--- src/rtl/z16_boot_loader_if.sv ---
// Byte-stream receive channel and instruction-memory write port of the Z16 boot loader.
// The slave modport is the loader's view; the master modport is the byte source and memory side.
interface z16_boot_loader_if;
  logic [7:0]  i_rx_data;
  logic        i_rx_valid;
  logic        o_rx_ready;
  logic        o_we;
  logic [15:0] o_addr;
  logic [15:0] o_data;

  modport slave (
    input  i_rx_data, i_rx_valid,
    output o_rx_ready, o_we, o_addr, o_data
  );

  modport master (
    output i_rx_data, i_rx_valid,
    input  o_rx_ready, o_we, o_addr, o_data
  );
endinterface

--- src/rtl/z16_boot_loader.sv ---
// Loads a framed, checksummed byte image into Z16 instruction memory as little-endian words
// and keeps the CPU in reset until a complete image has been verified.
module z16_boot_loader #(
  parameter logic [15:0] P_BASE_ADDR = 16'h0000,
  parameter logic [7:0]  P_SYNC      = 8'h5A,
  parameter logic [15:0] P_MAX_WORDS = 16'd32768
) (
  input  logic             i_clk,
  input  logic             i_rst,
  z16_boot_loader_if.slave bus,
  output logic             o_cpu_rst,
  output logic             o_done,
  output logic             o_err
);

  typedef enum logic [3:0] {
    S_IDLE, S_LEN_LO, S_LEN_HI, S_DATA_LO, S_DATA_HI, S_WRITE, S_CSUM, S_DONE, S_ERR
  } state_t;

  state_t      r_state, w_stateNext;
  logic        r_we, w_weNext;
  logic [15:0] r_addr, w_addrNext;
  logic [15:0] r_data, w_dataNext;
  logic        r_cpuRst, w_cpuRstNext;
  logic        r_done, w_doneNext;
  logic        r_err, w_errNext;
  logic [7:0]  r_lenLo, w_lenLoNext;
  logic [15:0] r_count, w_countNext;
  logic [7:0]  r_lowByte, w_lowByteNext;
  logic [7:0]  r_sum, w_sumNext;
  logic        w_ready;
  logic        w_accept;
  logic [15:0] w_lenFull;

  assign w_ready   = (r_state != S_WRITE);
  assign w_accept  = bus.i_rx_valid && w_ready;
  assign w_lenFull = {bus.i_rx_data, r_lenLo};

  assign bus.o_rx_ready = w_ready;
  assign bus.o_we       = r_we;
  assign bus.o_addr     = r_addr;
  assign bus.o_data     = r_data;
  assign o_cpu_rst      = r_cpuRst;
  assign o_done         = r_done;
  assign o_err          = r_err;

  always_comb begin
    w_stateNext   = r_state;
    w_weNext      = 1'b0;
    w_addrNext    = r_addr;
    w_dataNext    = r_data;
    w_cpuRstNext  = r_cpuRst;
    w_doneNext    = r_done;
    w_errNext     = r_err;
    w_lenLoNext   = r_lenLo;
    w_countNext   = r_count;
    w_lowByteNext = r_lowByte;
    w_sumNext     = r_sum;
    case (r_state)
      // Idle and both terminal states hunt for a sync byte and discard everything else.
      S_IDLE, S_DONE, S_ERR: begin
        if (w_accept && bus.i_rx_data == P_SYNC) begin
          w_cpuRstNext = 1'b1;
          w_doneNext   = 1'b0;
          w_errNext    = 1'b0;
          w_addrNext   = P_BASE_ADDR;
          w_sumNext    = 8'h00;
          w_stateNext  = S_LEN_LO;
        end
      end
      S_LEN_LO: begin
        if (w_accept) begin
          w_lenLoNext = bus.i_rx_data;
          w_stateNext = S_LEN_HI;
        end
      end
      S_LEN_HI: begin
        if (w_accept) begin
          w_countNext = w_lenFull;
          if (w_lenFull == 16'd0) begin
            w_stateNext = S_CSUM;
          end else if (w_lenFull > P_MAX_WORDS) begin
            w_errNext   = 1'b1;
            w_stateNext = S_ERR;
          end else begin
            w_stateNext = S_DATA_LO;
          end
        end
      end
      S_DATA_LO: begin
        if (w_accept) begin
          w_lowByteNext = bus.i_rx_data;
          w_sumNext     = r_sum + bus.i_rx_data;
          w_stateNext   = S_DATA_HI;
        end
      end
      S_DATA_HI: begin
        if (w_accept) begin
          w_dataNext  = {bus.i_rx_data, r_lowByte};
          w_sumNext   = r_sum + bus.i_rx_data;
          w_weNext    = 1'b1;
          w_stateNext = S_WRITE;
        end
      end
      // The strobe is high for exactly this cycle; the address advance lands after it.
      S_WRITE: begin
        w_addrNext  = r_addr + 16'd2;
        w_countNext = r_count - 16'd1;
        w_stateNext = (r_count == 16'd1) ? S_CSUM : S_DATA_LO;
      end
      S_CSUM: begin
        if (w_accept) begin
          if (bus.i_rx_data == r_sum) begin
            w_doneNext   = 1'b1;
            w_cpuRstNext = 1'b0;
            w_stateNext  = S_DONE;
          end else begin
            w_errNext   = 1'b1;
            w_stateNext = S_ERR;
          end
        end
      end
      default: w_stateNext = S_IDLE;
    endcase
  end

  always_ff @(posedge i_clk) begin
    if (i_rst) begin
      r_state   <= S_IDLE;
      r_we      <= 1'b0;
      r_addr    <= P_BASE_ADDR;
      r_data    <= 16'h0000;
      r_cpuRst  <= 1'b1;
      r_done    <= 1'b0;
      r_err     <= 1'b0;
      r_lenLo   <= 8'h00;
      r_count   <= 16'h0000;
      r_lowByte <= 8'h00;
      r_sum     <= 8'h00;
    end else begin
      r_state   <= w_stateNext;
      r_we      <= w_weNext;
      r_addr    <= w_addrNext;
      r_data    <= w_dataNext;
      r_cpuRst  <= w_cpuRstNext;
      r_done    <= w_doneNext;
      r_err     <= w_errNext;
      r_lenLo   <= w_lenLoNext;
      r_count   <= w_countNext;
      r_lowByte <= w_lowByteNext;
      r_sum     <= w_sumNext;
    end
  end

endmodule

--- src/flat_wrapper.sv ---
// flat-port wrapper written by rule: the top's interface ports become plain ports
module z16_boot_loader_flat 
#(
  parameter logic [15:0] P_BASE_ADDR = 16'h0000,
  parameter logic [7:0]  P_SYNC      = 8'h5A,
  parameter logic [15:0] P_MAX_WORDS = 16'd32768
)
  (i_clk, i_rst, o_cpu_rst, o_done, o_err, bus_i_rx_data, bus_i_rx_valid, bus_o_rx_ready, bus_o_we, bus_o_addr, bus_o_data);
  z16_boot_loader_if bus_i ();
  input  logic i_clk;
  input  logic i_rst;
  output logic o_cpu_rst;
  output logic o_done;
  output logic o_err;
  input wire logic [$bits(bus_i.i_rx_data)-1:0] bus_i_rx_data;
  input wire logic [$bits(bus_i.i_rx_valid)-1:0] bus_i_rx_valid;
  output wire logic [$bits(bus_i.o_rx_ready)-1:0] bus_o_rx_ready;
  output wire logic [$bits(bus_i.o_we)-1:0] bus_o_we;
  output wire logic [$bits(bus_i.o_addr)-1:0] bus_o_addr;
  output wire logic [$bits(bus_i.o_data)-1:0] bus_o_data;
  assign bus_i.i_rx_data = bus_i_rx_data;
  assign bus_i.i_rx_valid = bus_i_rx_valid;
  assign bus_o_rx_ready = bus_i.o_rx_ready;
  assign bus_o_we = bus_i.o_we;
  assign bus_o_addr = bus_i.o_addr;
  assign bus_o_data = bus_i.o_data;
  z16_boot_loader #(.P_BASE_ADDR(P_BASE_ADDR), .P_SYNC(P_SYNC), .P_MAX_WORDS(P_MAX_WORDS)) u_core (.i_clk(i_clk), .i_rst(i_rst), .bus(bus_i), .o_cpu_rst(o_cpu_rst), .o_done(o_done), .o_err(o_err));
endmodule
--- config.mk ---
export PLATFORM = sky130hd
export DESIGN_NAME = z16_boot_loader_flat
export DESIGN_NICKNAME = d
export VERILOG_FILES = /design/src/rtl/z16_boot_loader_if.sv /design/src/rtl/z16_boot_loader.sv /design/src/flat_wrapper.sv
export SDC_FILE = /design/constraint.sdc
export NUM_CORES = 1
export LEC_CHECK = 0
export BUFFER_PORTS_ARGS = -buffer_cell sky130_fd_sc_hd__buf_2
export CORE_ASPECT_RATIO = 0.5
export CORE_MARGIN = 5
export CORE_UTILIZATION = 55
export DETAILED_ROUTE_END_ITERATION = 12
export GPL_TIMING_DRIVEN = 1
export PLACE_DENSITY = 0.86
export SYNTH_ARGS = -nofsm -noshare
export SYNTH_HDL_FRONTEND = slang
export SYNTH_SLANG_ARGS = --single-unit
--- constraint.sdc ---
create_clock -name i_clk -period 2.7 [get_ports i_clk]
set_input_delay 0.27 -clock i_clk [delete_from_list [all_inputs] [get_ports i_clk]]
set_output_delay 0.27 -clock i_clk [all_outputs]
set_load 0.05 [all_outputs]
==> flow_summary.yaml <==
worst_hold_path:
  min_path_type: "input pin to register"
  min_to: "u_core.r_count[8]"
  min-delay-start: "bus_i_rx_data[0]"
  whs_path_depth: 3
logic_synthesis:
  synth_top_cell_area_share_pct: 39.4
  seq_area_frac_synth_pct: 39.4
  async_flop_share_pct: 0
  ys_types: 60
  synth_area_mm2: 0.00401
  syn_nets: 499
  synthXorXnorAreaFrac_pct: 1.53
  ys.warnings.count: 0
  yosys-mux-area-fraction_pct: 8.79
  synth_cells: 477
  yosysMostFrequentCell: "dfxtp_1"
  synth-simple-area-share_pct: 23.9
  synthAdderAreaFrac_pct: 3.62
  avgSynthCellArea_um2: 8.41
  synth_seq_cells: 79
  ys_dominant_reg_cell: "dfxtp_1"
  yosys-top-cells-count: "dfxtp_1 (79), nor2_1 (66), a21oi_1 (44)"
  synth_top_family_by_area: "simple AND/OR/NAND/NOR gates"
  synth_compound_area_share_pct: 19.1
  yosysTopAreaCell: "dfxtp_1"
  synth_area_leaders: "dfxtp_1 (39%), mux2i_1 (8.2%), nor2_1 (6.2%)"
  synth_edf_count: 0
routing:
  vias: 3816
  vias_per_cell: 6.13
  first_pass_iters: 6
  wirelength_mm: 10.4
  ant_nets: 0
  drt-wirelength-per-cell_um: 16.8
  drc: 0
  first_iter_violations: 280
power_and_ir_drop:
  pwr-share-seq_pct: 46.2
  p_leak_nw: 1.97
  power_density_mw_per_mm2: 537
  power_frac_comb_pct: 3.7
  p_int_w: 0.00195
  peakVddDrop_mv: 0.418
  netSwitchingFraction_pct: 22.9
  p_clk_share_pct: 50.1
  switchingPower_w: 0.000578
  total_power_w: 0.00252
clock_tree:
  post_cts.repair.setup_buffers: 0
  clk_path_buf_depth: 2
  cts_tree: "yes"
  clockRootBuffer: "clkbuf_16"
  clk_pin_slew_ps: 60
  clock_insertion_delay_worst_skew_ps: 340
  cts.sink_count: 79
  numCtsBuffers: 9
  h-tree-depth: 3
  holdBufCountCts: 0
  cts.repair.resized: 0
sta:
  skew_ps: 6.80
  rsz0062_at_grt: "no"
  fin_crit_sh_pct: 93.2
  fin_tns_setup_ps: 0
  fin_crit_ps: 2520
  maxSlewViolCount: 0
  setup_viol: 0
  relSlewSlack_pct: 49.7
  finalHoldViolCount: 0
  fmax_mhz: 397
  worst_slew_pin_slew_ps: 755
global_route:
  grt_max_degree: 42
  track_usage_pct: 23.2
  grt_pass1_wl_mm: 17.2
  overflow: 0
  antenna_found_initial: 0
  grt_pass1_vias: 3580
layout:
  insertedDiodeCount: 0
  nets: 544
  drive_gt1_share_pct: 16.3
  area_delta_synth_final_pct: 17.2
  multi_input_area_mm2: 0.00230
  fill_cells: 588
  regArea_mm2: 0.00158
floorplanning:
  core_area_mm2: 0.00721
  rows: 22
  die_w_um: 131
  start_util_pct: 55.6
  io_pins: 48
  dieArea_mm2: 0.00921
  fp.dieH_um: 70.4
worst_setup_path:
  reg2reg_depth: 5
  regToRegEndpoint: "u_core.r_count[13]"
  crit_path_max_fanout: 7
  cp.arrival_ps: 2780
  worst_setup_path_end_kind: "register"
  crit_type: "register to register"
  startpoint_type: "register"
  r2r-start: "u_core.r_count[3]"
  worstPathRequired_ps: 2960
  r2r_slack_ps: 180
placement:
  gp_congestion: 0.909
  port_buffers: 46
  dp_hpwl_mm: 7.00
run_status:
  outcome: "complete, no violations"
run:
  max-cap-violations: 0
==> layer usage <==
metal  part of all wire [%]  routed length (um)  track usage (%)
met4                    2.6                 274             9.35
met1                     44                4620             31.4
met5                      0                   0                0
met3                    8.9                 931             7.03
met2                     44                4630             34.4
==> critical path, cell delays in order, from the launching register on <==
cell and delay, ps:
dfxtp_1 380, or4_1 580, or4_4 480, or4_4 520, or3_1 330, a31oi_1 160
==> layout make-up <==
class                      count  area share, %
tap                           96           2.55
multi-input combinational    361           49.0
inverter                       9          0.718
clock buffer                  10           5.08
clock inverter                 6           1.57
sequential                    79           33.6
timing repair buffer          62           7.45
==> layout by cell type, fill, tap and decap left out, types with 4 or more instances in the layout <==
cell type,count
or3_1,9
nor4_1,10
o311ai_0,4
buf_4,16
ha_1,10
a21oi_1,44
buf_2,46
mux2i_1,33
dfxtp_1,79
nor3_1,12
or4_1,6
nand4_1,5
nand2_1,27
a31oi_1,8
nand3b_1,7
and3_1,4
clkbuf_16,9
o211ai_1,7
nand2b_1,9
o21ai_0,17
nor2_1,66
nand3_1,17
xnor2_1,4
a211oi_1,6
inv_1,8
==> power by group through the flow <==
stage | combinational (W) | clock (W) | sequential (W)
4_1_cts | 0.0000909 | 0.00128 | 0.00117
3_3_place_gp | 0.0000888 | 0 | 0.00119
3_5_place_dp | 0.0000906 | 0 | 0.00119
6_report | 0.0000932 | 0.00126 | 0.00117
5_1_grt | 0.000100 | 0.00135 | 0.00116
2_1_floorplan | 0.0000542 | 0 | 0.00119
==> state kept, by name (all words and copies together), names as in the netlist <==
register           flops
u_core.r_state         4
u_core.r_lowByte       8
u_core.r_sum           8
u_core.o_err           1
u_core.r_lenLo         8
u_core.o_done          1
u_core.o_cpu_rst       1
u_core.bus.o_data     16
u_core.bus.o_addr     15
u_core.bus.o_we        1
u_core.r_count        16
==> through the flow <==
stage | utilization (%) | cells | worst slack, ps | hold WS (ps) | area [um^2]
6_report | 65.2 | 623 | 183 | 289 | 4700
2_1_floorplan | - | 477 | 170 | 406 | 4010
4_1_cts | 65.2 | 623 | 159 | 279 | 4700
3_3_place_gp | 60.8 | 607 | 255 | 443 | 4390
3_5_place_dp | 60.8 | 607 | 187 | 462 | 4390
5_1_grt | 65.2 | 623 | 49.9 | 300 | 4700
==> cell families (layout without fill, tap and decap cells) <==
kind of cell	count (synthesis)	in the layout
XOR/XNOR	7	7
AND/OR/NAND/NOR	188	188
buffers and inverters	37	87
adder cells (fa/ha/maj)	11	11
flip-flops	79	79
multiplexers	35	35
other	1	1
AO/OA/AOI/OAI	119	119
==> how the worst max path moves through the flow <==
stage	startpoint	to	cells after the start
finish	u_core.r_count[3]	u_core.r_count[13]	5
global route	u_core.r_count[3]	u_core.r_count[13]	5
CTS	u_core.r_count[3]	u_core.r_count[13]	5
detailed placement	u_core.r_count[3]	u_core.r_count[13]	5
global placement	u_core.r_count[3]	u_core.r_count[13]	5
floorplan	u_core.r_count[3]	u_core.r_count[13]	7
No activity file was read; power rests on OpenSTA's default activity.
